### src/rtl/ide_sector_mover.sv
// Moves whole sectors between a 16-bit valid/ready stream and the IDE sector
// FIFO strobe port: fill writes into the FIFO, drain empties it.
module ide_sector_mover #(
  parameter int WORDS_PER_SECTOR = 256
) (
  input  logic        clk,
  input  logic        reset,
  input  logic        clk_en,
  input  logic        start,
  input  logic        dir,
  input  logic [7:0]  sector_count,
  input  logic        abort,
  input  logic [15:0] io_in_data,
  input  logic        io_in_valid,
  output logic        io_in_ready,
  output logic [15:0] io_out_data,
  output logic        io_out_valid,
  input  logic        io_out_ready,
  output logic [15:0] fifo_wdata,
  output logic        fifo_wr,
  input  logic [15:0] fifo_rdata,
  output logic        fifo_rd,
  input  logic        fifo_full,
  input  logic        fifo_empty,
  output logic        busy,
  output logic        done,
  output logic [8:0]  sectors_left
);

  localparam int WW =
    (WORDS_PER_SECTOR > 1) ? $clog2(WORDS_PER_SECTOR) : 1;
  localparam logic [WW-1:0] LAST = WW'(WORDS_PER_SECTOR - 1);

  typedef enum logic [3:0] {
    S_IDLE,
    S_F_WAIT,
    S_F_WR,
    S_F_GAP,
    S_D_WAIT,
    S_D_RD,
    S_D_HOLD,
    S_D_OUT,
    S_FINISH
  } state_t;

  state_t        r_state;
  logic [WW-1:0] r_wcnt;
  logic [8:0]    r_left;
  logic [15:0]   r_wdata;
  logic [15:0]   r_odata;
  logic          r_wr;
  logic          r_rd;
  logic          r_ovalid;
  logic          r_done;

  logic          w_gate;
  logic          w_last_word;
  logic          w_last_sector;
  logic [WW-1:0] w_wcnt_nxt;
  logic [8:0]    w_left_nxt;

  // Only gate on a full FIFO at a sector boundary: one sector may be queued.
  assign w_gate        = (r_wcnt != '0) || !fifo_full;
  assign w_last_word   = (r_wcnt == LAST);
  assign w_last_sector = w_last_word && (r_left == 9'd1);
  assign w_wcnt_nxt    = w_last_word ? '0 : r_wcnt + 1'b1;
  assign w_left_nxt    = w_last_word ? r_left - 9'd1 : r_left;

  assign io_in_ready  = (r_state == S_F_WAIT) && w_gate;
  assign io_out_data  = r_odata;
  assign io_out_valid = r_ovalid;
  assign fifo_wdata   = r_wdata;
  assign fifo_wr      = r_wr;
  assign fifo_rd      = r_rd;
  assign busy         = (r_state != S_IDLE);
  assign done         = r_done;
  assign sectors_left = r_left;

  always_ff @(posedge clk) begin
    if (reset) begin
      r_state  <= S_IDLE;
      r_wcnt   <= '0;
      r_left   <= '0;
      r_wdata  <= '0;
      r_odata  <= '0;
      r_wr     <= 1'b0;
      r_rd     <= 1'b0;
      r_ovalid <= 1'b0;
      r_done   <= 1'b0;
    end else if (clk_en) begin
      if (abort) begin
        r_state  <= S_IDLE;
        r_wr     <= 1'b0;
        r_rd     <= 1'b0;
        r_ovalid <= 1'b0;
        r_done   <= 1'b0;
        r_left   <= '0;
      end else begin
        unique case (r_state)
          S_IDLE: begin
            r_done <= 1'b0;
            if (start) begin
              r_left  <= (sector_count == 8'd0) ?
                         9'd256 : {1'b0, sector_count};
              r_wcnt  <= '0;
              r_state <= dir ? S_D_WAIT : S_F_WAIT;
            end
          end
          S_F_WAIT: begin
            if (io_in_valid && w_gate) begin
              r_wdata <= io_in_data;
              r_wr    <= 1'b1;
              r_state <= S_F_WR;
            end
          end
          S_F_WR: begin
            r_wr    <= 1'b0;
            r_state <= S_F_GAP;
          end
          S_F_GAP: begin
            r_wcnt  <= w_wcnt_nxt;
            r_left  <= w_left_nxt;
            r_done  <= w_last_sector;
            r_state <= w_last_sector ? S_FINISH : S_F_WAIT;
          end
          S_D_WAIT: begin
            if (!fifo_empty) begin
              r_odata <= fifo_rdata;
              r_rd    <= 1'b1;
              r_state <= S_D_RD;
            end
          end
          S_D_RD: begin
            r_rd    <= 1'b0;
            r_state <= S_D_HOLD;
          end
          S_D_HOLD: begin
            r_ovalid <= 1'b1;
            r_state  <= S_D_OUT;
          end
          S_D_OUT: begin
            if (io_out_ready) begin
              r_ovalid <= 1'b0;
              r_wcnt   <= w_wcnt_nxt;
              r_left   <= w_left_nxt;
              r_done   <= w_last_sector;
              r_state  <= w_last_sector ? S_FINISH : S_D_WAIT;
            end
          end
          S_FINISH: begin
            r_done  <= 1'b0;
            r_state <= S_IDLE;
          end
          default: r_state <= S_IDLE;
        endcase
      end
    end
  end

endmodule

### config.mk
export PLATFORM = sky130hd
export DESIGN_NAME = ide_sector_mover
export DESIGN_NICKNAME = d
export VERILOG_FILES = /design/src/rtl/ide_sector_mover.sv
export SDC_FILE = /design/constraint.sdc
export NUM_CORES = 1
export LEC_CHECK = 0
export BUFFER_PORTS_ARGS = -buffer_cell sky130_fd_sc_hd__buf_4
export CAP_MARGIN = 0
export CORE_MARGIN = 1
export CORE_UTILIZATION = 54
export CTS_CLUSTER_SIZE = 30
export DETAILED_ROUTE_END_ITERATION = 7
export MAX_ROUTING_LAYER = met4
export PLACE_DENSITY = 0.82
export SKIP_LAST_GASP = 1
export SYNTH_ARGS = -nofsm -noshare
export SYNTH_HDL_FRONTEND = slang
export SYNTH_SLANG_ARGS = --single-unit
### constraint.sdc
create_clock -name clk -period 3.8 [get_ports clk]
set_input_delay 0.57 -clock clk [delete_from_list [all_inputs] [get_ports clk]]
set_output_delay 0.57 -clock clk [all_outputs]
set_load 0.03 [all_outputs]
== Word level (Yosys, flattened, before mapping) ==
Cells that the tools add are included.

* Add/sub/neg operators: 2
* Equality and inequality tests: 16
* Mux-type cells: 31
* Bitwise logic cells: 2
* Reductions and logical operators: 25

{| class="wikitable"
|+ Operator list
! kind !! number
|-
| 9-bit 2-to-1 mux || 5
|-
| 4-bit one-hot mux with 8 select lines || 1
|-
| 4-bit 2-to-1 mux || 7
|-
| 9-bit one-hot mux with 3 select lines || 1
|-
| 8-bit 2-to-1 mux || 3
|-
| 8-bit one-hot mux with 3 select lines || 1
|-
| 4-bit by 3-bit == test with 1-bit output (second input constant) || 4
|-
| 3-bit AND reduction || 4
|-
| 4-bit AND reduction || 3
|-
| 3-bit nonzero test || 4
|-
| 4-bit nonzero test || 3
|-
| 5-bit AND reduction || 2
|-
| 9-bit by 1-bit == test with 1-bit output (second input constant) || 1
|-
| 3-bit inequality test (second input constant) || 3
|-
| 9-bit by 1-bit subtractor with 9-bit output (second input constant) || 1
|-
| 8-bit by 1-bit adder with 8-bit output (second input constant) || 1
|-
| 4-bit by 2-bit == test with 1-bit output (second input constant) || 2
|-
| 8-bit == test (second input constant) || 1
|-
| 8-bit logical NOT || 1
|-
| 1-bit 2-to-1 mux || 8
|-
| 8-bit nonzero test || 1
|-
| 1-bit one-hot mux with 2 select lines || 3
|-
| 4-bit by 1-bit == test with 1-bit output (second input constant) || 1
|-
| 4-bit == test (second input constant) || 1
|-
| 10 further kinds || 14
|}

* Bits in registers: 57
* Input port bits: 50
* Output and inout bits: 47
* Logic and storage cells: 85

== Logic depth before layout (Yosys ltp) ==
Gate-level depths: netlist of the first run.

* Depth after elaboration: 6
* Gate-level depth with buffers: 9
* Depth with buffers taken out: 7

== Worst setup path before layout of the first run ==
No wires, ideal clock.

* Kind: flip-flop to flip-flop
* Start: reg r_state[3]
* End: reg r_wdata[10], in the netlist fifo_wdata[10]
* Library setup time: 0.128 ns
* Arrival: 2.316 ns
* Data required time: 3.672 ns
* Slack: 1.356 ns
* Stages on the path, launching flop included: 8
* Path buffers: 2
* Period minus slack after synthesis: 2.444 ns
* Cells stage by stage: dfxtp_1 -> or4b_1 -> a21oi_1 -> and4_1 -> buf_2 -> buf_6 -> mux2i_1 -> nor2_1

* Word-level cells in the longest chain between the ends: 2

{| class="wikitable"
|+ RTL lines
! element !! RTL line !! text
|-
| start: declaration || 46 || <nowiki>state_t r_state;</nowiki>
|-
| start signal: assignment || 106 || <nowiki>r_state <= dir ? S_D_WAIT : S_F_WAIT;</nowiki>
|-
| start signal: assignment || 124 || <nowiki>r_state <= w_last_sector ? S_FINISH : S_F_WAIT;</nowiki>
|-
| start signal: assignment || 147 || <nowiki>r_state <= w_last_sector ? S_FINISH : S_D_WAIT;</nowiki>
|-
| 4-bit by 1-bit == test with 1-bit output || 99 || <nowiki>unique case (r_state)</nowiki>
|-
| 4-bit AND reduction (no line) || - ||
|-
| end signal: assignment || 111 || <nowiki>r_wdata <= io_in_data;</nowiki>
|-
| end: declaration || 49 || <nowiki>logic [15:0] r_wdata;</nowiki>
|}

Every way passes these cells.
A chain may end at the register's enable or synchronous reset.

== Final worst setup path of the first run ==
* Start: reg r_state[0]
* End: reg r_wdata[6], in the netlist fifo_wdata[6]

The elaborated chain is that of the path after synthesis.

==> results of run 1 <==
[state kept, by name, indices dropped and copies added, names as in the netlist]
signal        flops
r_wcnt            8
io_out_data      16
fifo_rd           1
fifo_wr           1
fifo_wdata       16
r_state           4
done              1
io_out_valid      1
sectors_left      9
[per-layer routing]
metal	vias up	wire length, um
met5	-	0
met1	1308	3090
li1	1416	-
met2	109	3480
met3	10	504
met4	0	76
[worst max path at each step]
stage / from / to / slack (ns) / depth (start not counted)
2_1_floorplan: r_state[3]$_SDFFE_PP0P_ / fifo_wdata[10]$_SDFFE_PP0P_ / 1.36 / 7
3_3_place_gp: r_state[0]$_SDFFE_PP0P_ / fifo_wdata[8]$_SDFFE_PP0P_ / 1.20 / 5
3_5_place_dp: r_state[0]$_SDFFE_PP0P_ / fifo_wdata[14]$_SDFFE_PP0P_ / 1.08 / 5
4_1_cts: r_state[0]$_SDFFE_PP0P_ / fifo_wdata[6]$_SDFFE_PP0P_ / 1.08 / 5
5_1_grt: r_state[0]$_SDFFE_PP0P_ / fifo_wdata[14]$_SDFFE_PP0P_ / 0.85 / 5
6_report: r_state[0]$_SDFFE_PP0P_ / fifo_wdata[6]$_SDFFE_PP0P_ / 1.04 / 5
[where the power goes]
part / switching [mW] / internal [mW]
logic: 0.0882 / 0.0825
clock network: 0.240 / 0.363
registers: 0.0136 / 0.606
[cell usage after synthesis (all sizes together) (7+ instances only)]
master  instances  area share, %
o21ai          15            2.6
clkbuf         16            2.1
inv             8            1.1
nand3           7            1.2
nand2          51            6.8
nor2           42            5.6
a21oi          39            6.9
mux2i          17            6.0
nand2b          8            1.8
dfxtp          57             40
[worst max-delay path, delay by kind of cell (launching register included)]
family,cells,cell delay (ns)
and+or+nand+nor,3,1.45
DFF,1,0.67
muxes,1,0.29
AOI/OAI and AO/OA,1,0.21
[cells by family (layout without fill, tap and decap cells)]
| group | Yosys count | after routing | synth area share, % |
|---|---|---|---|
| flip-flops | 57 | 57 | 40.2 |
| adder cells (fa/ha/maj) | 4 | 4 | 1.77 |
| AND/OR/NAND/NOR | 156 | 156 | 27.4 |
| buffers and inverters | 30 | 119 | 4.68 |
| multiplexers | 18 | 18 | 6.40 |
| AO/OA/AOI/OAI | 82 | 82 | 17.7 |
| XOR/XNOR | 6 | 6 | 1.85 |
[through the flow]
| stage | total power, mW | util, % | instance area (um^2) | setup slack (ns) | hold WS, ns |
|---|---|---|---|---|---|
| after global routing | 1.45 | 74.0 | 3750 | 0.853 | 0.467 |
| after CTS | 1.40 | 74.0 | 3750 | 1.08 | 0.455 |
| after global placement | 0.799 | 69.9 | 3550 | 1.20 | 0.442 |
| after detailed placement | 0.802 | 69.9 | 3550 | 1.08 | 0.447 |
| after floorplan | 0.732 | - | 2840 | 1.36 | 0.470 |
| final | 1.39 | 74.0 | 3750 | 1.04 | 0.453 |
[layout make-up]
class                           count  area [um^2]  area share [%]
Clock buffer                        9          124            3.30
Clock inverter                      6         83.8            2.23
Timing Repair Buffer               96          721            19.2
Sequential cell                    57         1140            30.4
Tap cell                           70         87.6            2.33
Inverter                            8         30.0           0.800
Multi-Input combinational cell    266         1570            41.7
[placed cells by master, fill, tap and decap left out, drive strengths merged, types with 2 or more instances in the layout]
master / synthesis / layout
buf: 6 / 96
dfxtp: 57 / 57
nand2: 51 / 51
nor2: 42 / 42
a21oi: 39 / 39
mux2i: 17 / 17
o21ai: 15 / 15
clkbuf: 16 / 9
inv: 8 / 8
nand2b: 8 / 8
nand3: 7 / 7
nand3b: 6 / 6
and3: 6 / 6
nor3: 6 / 6
xnor2: 6 / 6
nor4: 5 / 5
nor2b: 4 / 4
ha: 4 / 4
a211oi: 4 / 4
nor3b: 4 / 4
clkinv: 0 / 4
nand4: 3 / 3
o41ai: 3 / 3
a31oi: 3 / 3
or4b: 3 / 3
and4: 2 / 2
or4: 2 / 2
nand4b: 2 / 2
or2: 2 / 2
o31a: 2 / 2
o2111ai: 2 / 2
o211ai: 2 / 2
bufinv: 0 / 2
==> results by group, run 1 <==
CTS
  • Insertion delay of the later-clocked pin in the worst-skew pair: 0.33 ns
  • Clock Sink Count: 57
  • CTS Hold Buffers Added: 0
  • Number of buffers on the longest clock path: 2
  • Clock-pin slew on the worst setup and hold paths: 0.06 ns
  • Level count of the clock H-tree: 3
  • CTS tree: built
  • Number of gates given a new drive strength after cts: 0
  • Root buffer selected by CTS: sky130_fd_sc_hd__clkbuf_8
  • Buffers inserted during post-CTS setup optimization: 0
  • Number of buffers created by CTS: 9

Drt
  • Detailed Route Iter0 Violations: 278
  • Total iterations of the first detailed-routing run: 5
  • Vias per cell: 5.55
  • Number of vias after detailed routing: 2843
  • Total Wirelength: 7.15 mm
  • Number of remaining DRC errors: 0
  • Antenna violation net count after detailed routing: 0
  • DR WL/cell: 14.0 um

GRT
  • Global Route met1 Usage: 34.3%
  • Global-route track usage on met2: 44.8%
  • Total congestion overflow after global routing: 0
  • Wire length of the first global-routing pass: 11.4 mm
  • Fraction of met3 tracks used by global routing: 6.10%
  • Maximum number of pins on one net before global-route repair: 61
  • GRT Util Overall: 27.7%
  • Vias in the first global route: 2531
  • Number of antenna violations at the first check in global routing: 0
  • Most Crowded Layer GR: met2

Synthesis
  • Number of enable-type register cells in the synthesized netlist: 0
  • Yosys warning count: 0
  • Netlist area before placement: 2840 um^2
  • Synthesized area divided by synthesized cell count: 8.03 um^2
  • Yosys cell types: 51
  • Flip-flop and latch count after synthesis: 57
  • Post-synthesis net count: 407
  • Async set-or-reset flop fraction in the synthesized netlist: 0%
  • Commonest register cell after synthesis: sky130_fd_sc_hd__dfxtp_1
  • Sequential-to-total area share from yosys stat: 40.2%
  • Synthesized instance count: 353

Floorplanning
  • Die height: 74.5 um
  • Floorplan core area: 5070 um^2
  • Effective utilization at floorplan: 55.9%
  • Area of the die: 5540 um^2
  • DIE WIDTH: 74.5 um
  • Standard-cell row count: 26
  • # IOs: 97

Flow run
  • Reported max-cap violation count: 0

Critical path
  • Type of origin of the critical path: register
  • Cell-by-cell trace of the critical path: or4b_1 > a21oi_1 > and4_1 > mux2i_1 > nor2_1
  • Highest cell delay on the worst timing path: 0.82 ns
  • Worst flop-to-flop path endpoint: fifo_wdata[6]$_SDFFE_PP0P_
  • Depth of the worst register-to-register path: 5
  • Critical Path RT: 3.99 ns
  • R2r setup slk: 1.04 ns
  • Arrival time of the worst setup path: 2.96 ns
  • Critical R2R Launch: r_state[0]$_SDFFE_PP0P_
  • Worst Setup Path Type: reg -> reg
  • Critical path peak fanout: 20
  • Kind of end point of the critical path: register
  • Slowest cell on the critical path: sky130_fd_sc_hd__and4_1

STA
  • Final critical path time including I/O delays and setup: 2.76 ns
  • Hold violation count in the final report: 0
  • Total negative setup slack: 0 ns
  • Final max-slew violation count: 0
  • RSZ-0062 raised after global routing: no
  • Slew headroom: 29.8%
  • Setup skew after layout: 0.00655 ns
  • Final period util: 72.7%
  • FMAX: 362 MHz
  • Slew at the pin closest to its max-slew limit: 1.05 ns
  • Final setup violation count: 0

Cells and area
  • Filler cell count in the final layout: 413
  • Number of standard cells in the final layout excluding fillers: 512
  • Post-layout nets: 492
  • Growth of design area from synthesis to finish: 32.4%
  • Share of layout cells above drive strength 1: 27.1%
  • # diodes: 0

Worst hold path
  • Hold WC Path Type: reg -> reg
  • Number of stages on the worst hold path: 2
  • Worst hold start: io_out_data[2]$_SDFFE_PP0P_
  • Worst hold endpoint: io_out_data[2]$_SDFFE_PP0P_

Power
  • Static leakage power: 1.50 nW
  • Power per standard cell area: 371 nW/um^2
  • Peak supply drop: 259 uV

Placement
  • IO buf count: 96
  • Placer Congestion: 0.851
  • Placed Cells: 497
  • HPWL after detailed placement: 4.91 mm

Run status
  • Result of the run: complete, no violations
Note: power is estimated with default switching activity, not from simulation.
==> run 2: changes to the inputs <==
- CORE_UTILIZATION: 54 -> 50
- PLACE_DENSITY: 0.82 -> 0.77
- clock period: 3.8 -> 2.66 ns (I/O delays scaled with it)
==> run 2 against run 1 <==
- global-route usage is 2.1 points lower
- non-clock buffer count is 10 higher
- via count is 1.8% higher
- first-iteration DRC count is 23% lower
- flip-flop and latch count stayed put
- register-to-register slack worse by 0.66 ns
- clock skew is 0.0025 ns higher
- routed wire length is 0.59% higher
- critical path type is now reg -> out
- critical endpoint is now io_in_ready
- largest power group is now clock
==> results by group, run 2 (same netlist as run 1, synthesis figures left out) <==
STA
  • Final critical path time including I/O delays and setup: 2.31 ns
  • Final period util: 86.9%
  • Setup skew after layout: 0.00907 ns (+0.00252 ns)
  • Slew at the pin closest to its max-slew limit: 0.605 ns (-0.443 ns)
  • Final setup violation count: 0 (unchanged)
  • Final worst-path setup slack: 0.349 ns (-0.687 ns)
  • Hold violation count in the final report: 0 (unchanged)
  • Slew headroom: 59.7% (+30 points)
  • RSZ-0062 raised after global routing: no
  • Final max-slew violation count: 0 (unchanged)
  • FMAX: 433 MHz
  • Total negative setup slack: 0 ns (unchanged)

Critical path
  • Kind of end point of the critical path: output port
  • Worst Setup Path Type: reg -> out
  • Depth of the worst register-to-register path: 7 (+2)
  • Arrival time of the worst setup path: 1.91 ns (-1.05 ns)
  • Endpoint of the worst setup timing path: io_in_ready
  • R2r setup slk: 0.38 ns (-0.66 ns)
  • Critical path peak fanout: 12 (-40%)
  • Critical R2R Launch: r_state[1]$_SDFFE_PP0P_
  • Crit path launch: r_state[1]$_SDFFE_PP0P_
  • Type of origin of the critical path: register
  • Worst flop-to-flop path endpoint: fifo_wdata[0]$_SDFFE_PP0P_
  • Critical Path RT: 2.26 ns (-1.73 ns)

Drt
  • Number of vias after detailed routing: 2894 (+1.8%)
  • DR WL/cell: 13.7 um (-1.9%)
  • Number of remaining DRC errors: 0 (unchanged)
  • Detailed Route Iter0 Violations: 213 (-23%)
  • Antenna violation net count after detailed routing: 0 (unchanged)
  • Vias per cell: 5.51 (-0.73%)
  • Total iterations of the first detailed-routing run: 4 (-1)
  • Total Wirelength: 7.19 mm (+0.59%)

Cells and area
  • Post-layout nets: 502 (+2.0%)
  • Leading cell type in the layout, fill and taps excluded: sky130_fd_sc_hd__buf_4
  • Share of layout cells above drive strength 1: 28.9% (+1.8 points)
  • Growth of design area from synthesis to finish: 37.1%
  • # diodes: 0 (unchanged)
  • Leading cell types in the layout, fill and taps excluded: sky130_fd_sc_hd__buf_4, sky130_fd_sc_hd__dfxtp_1, sky130_fd_sc_hd__nand2_1

Floorplanning
  • Die height: 77.3 um (+3.8%)
  • Standard-cell row count: 27 (+3.8%)
  • DIE WIDTH: 77.3 um (+3.8%)
  • # IOs: 97 (unchanged)
  • Floorplan core area: 5470 um^2 (+7.8%)
  • Effective utilization at floorplan: 51.8% (-4.1 points)
  • Area of the die: 5980 um^2 (+7.8%)

CTS
  • Clock Sink Count: 57 (unchanged)
  • Level count of the clock H-tree: 3 (unchanged)
  • CTS Hold Buffers Added: 0 (unchanged)
  • Buffers inserted during post-CTS setup optimization: 0 (unchanged)
  • Number of gates given a new drive strength after cts: 0 (unchanged)
  • Clock-pin slew on the worst setup and hold paths: 0.07 ns (about the same)
  • Root buffer selected by CTS: sky130_fd_sc_hd__clkbuf_8
  • Number of buffers on the longest clock path: 2 (unchanged)
  • Number of buffers created by CTS: 9 (unchanged)
  • Insertion delay of the later-clocked pin in the worst-skew pair: 0.34 ns (about the same)
  • CTS tree: built

Placement
  • HPWL after detailed placement: 5.02 mm (+2.2%)
  • Placer Congestion: 0.863 (+1.4%)
  • IO buf count: 96 (unchanged)
  • Worst setup slack after placement: 0.436 ns (-0.644 ns)

GRT
  • GRT Util Overall: 25.6% (-2.1 points)
  • Number of antenna violations at the first check in global routing: 0 (unchanged)
  • Vias in the first global route: 2673 (+5.6%)
  • Total congestion overflow after global routing: 0 (unchanged)
  • Maximum number of pins on one net before global-route repair: 61 (unchanged)
  • Wire length of the first global-routing pass: 12.0 mm (+4.8%)

Power
  • Peak supply drop: 337 uV (+30%)
  • Power per standard cell area: 562 nW/um^2 (+52%)
  • Static leakage power: 1.57 nW (+4.7%)

Flow run
  • Reported max-cap violation count: 0 (unchanged)

Worst hold path
  • Worst hold start: io_in_data[7]
  • Hold WC Path Type: in -> reg

Run status
  • Result of the run: complete, no violations
[run 2: changes by cell type in the layout (fill, tap and decap cells not counted)]
cell | previous run | this run
sky130_fd_sc_hd__clkinv_4 | 1 | 0
sky130_fd_sc_hd__clkbuf_8 | 9 | 12
sky130_fd_sc_hd__bufinv_16 | 2 | 3
sky130_fd_sc_hd__buf_4 | 96 | 106
sky130_fd_sc_hd__clkinvlp_4 | 0 | 1
sky130_fd_sc_hd__clkinv_2 | 3 | 0
[run 2: cell type report]
cell class / count / area, um^2
clock buffers: 12 / 165
clock inverters: 4 / 97.6
fillers: 461 / 1590
inverters: 8 / 30.0
multi-input cells: 266 / 1570
flip-flops and latches: 57 / 1140
well taps: 72 / 90.1
repair buffers: 106 / 796
[run 2: layer usage]
metal | share of wire (%) | GRT usage, % | vias to the layer above
li1 | - | - | 1440
met1 | 45 | 32.1 | 1338
met2 | 46 | 38.7 | 109
met3 | 8.3 | 6.43 | 7
met4 | 0.95 | 11.7 | 0
met5 | 0 | - | -
[run 2: worst min-delay path by stage]
| stage | endpoint | slack [ns] | depth (start not counted) |
|---|---|---|---|
| after floorplan | r_wcnt[1]$_SDFFE_PP0P_ | 0.47 | 2 |
| after global placement | io_out_data[6]$_SDFFE_PP0P_ | 0.44 | 2 |
| after detailed placement | io_out_data[15]$_SDFFE_PP0P_ | 0.45 | 2 |
| after CTS | fifo_wdata[6]$_SDFFE_PP0P_ | 0.29 | 3 |
| after global routing | fifo_wdata[12]$_SDFFE_PP0P_ | 0.30 | 3 |
| final | fifo_wdata[7]$_SDFFE_PP0P_ | 0.30 | 3 |
[run 2: worst max-delay path: stages (launching register included)]
cell	delay (ns)
sky130_fd_sc_hd__dfxtp_1	0.38
sky130_fd_sc_hd__buf_4	0.20
sky130_fd_sc_hd__or4b_1	0.55
sky130_fd_sc_hd__a21oi_1	0.24
sky130_fd_sc_hd__buf_4	0.21
[run 2: stage by stage]
| stage | cell area, um^2 | hold WS, ns | util [%] | cells | power, mW |
|---|---|---|---|---|---|
| floorplan | 2840 | 0.470 | - | 353 | 1.05 |
| global placement | 3620 | 0.442 | 66.2 | 509 | 1.15 |
| detailed placement | 3620 | 0.448 | 66.2 | 509 | 1.15 |
| CTS | 3890 | 0.292 | 71.0 | 525 | 2.20 |
| global route | 3890 | 0.303 | 71.0 | 525 | 2.26 |
| finish | 3890 | 0.297 | 71.0 | 525 | 2.18 |
[run 2: power by group]
group          leakage, nW  internal (mW)  switching [mW]
logic                0.979          0.125           0.133
registers            0.460          0.865          0.0138
clock network        0.129          0.699           0.349
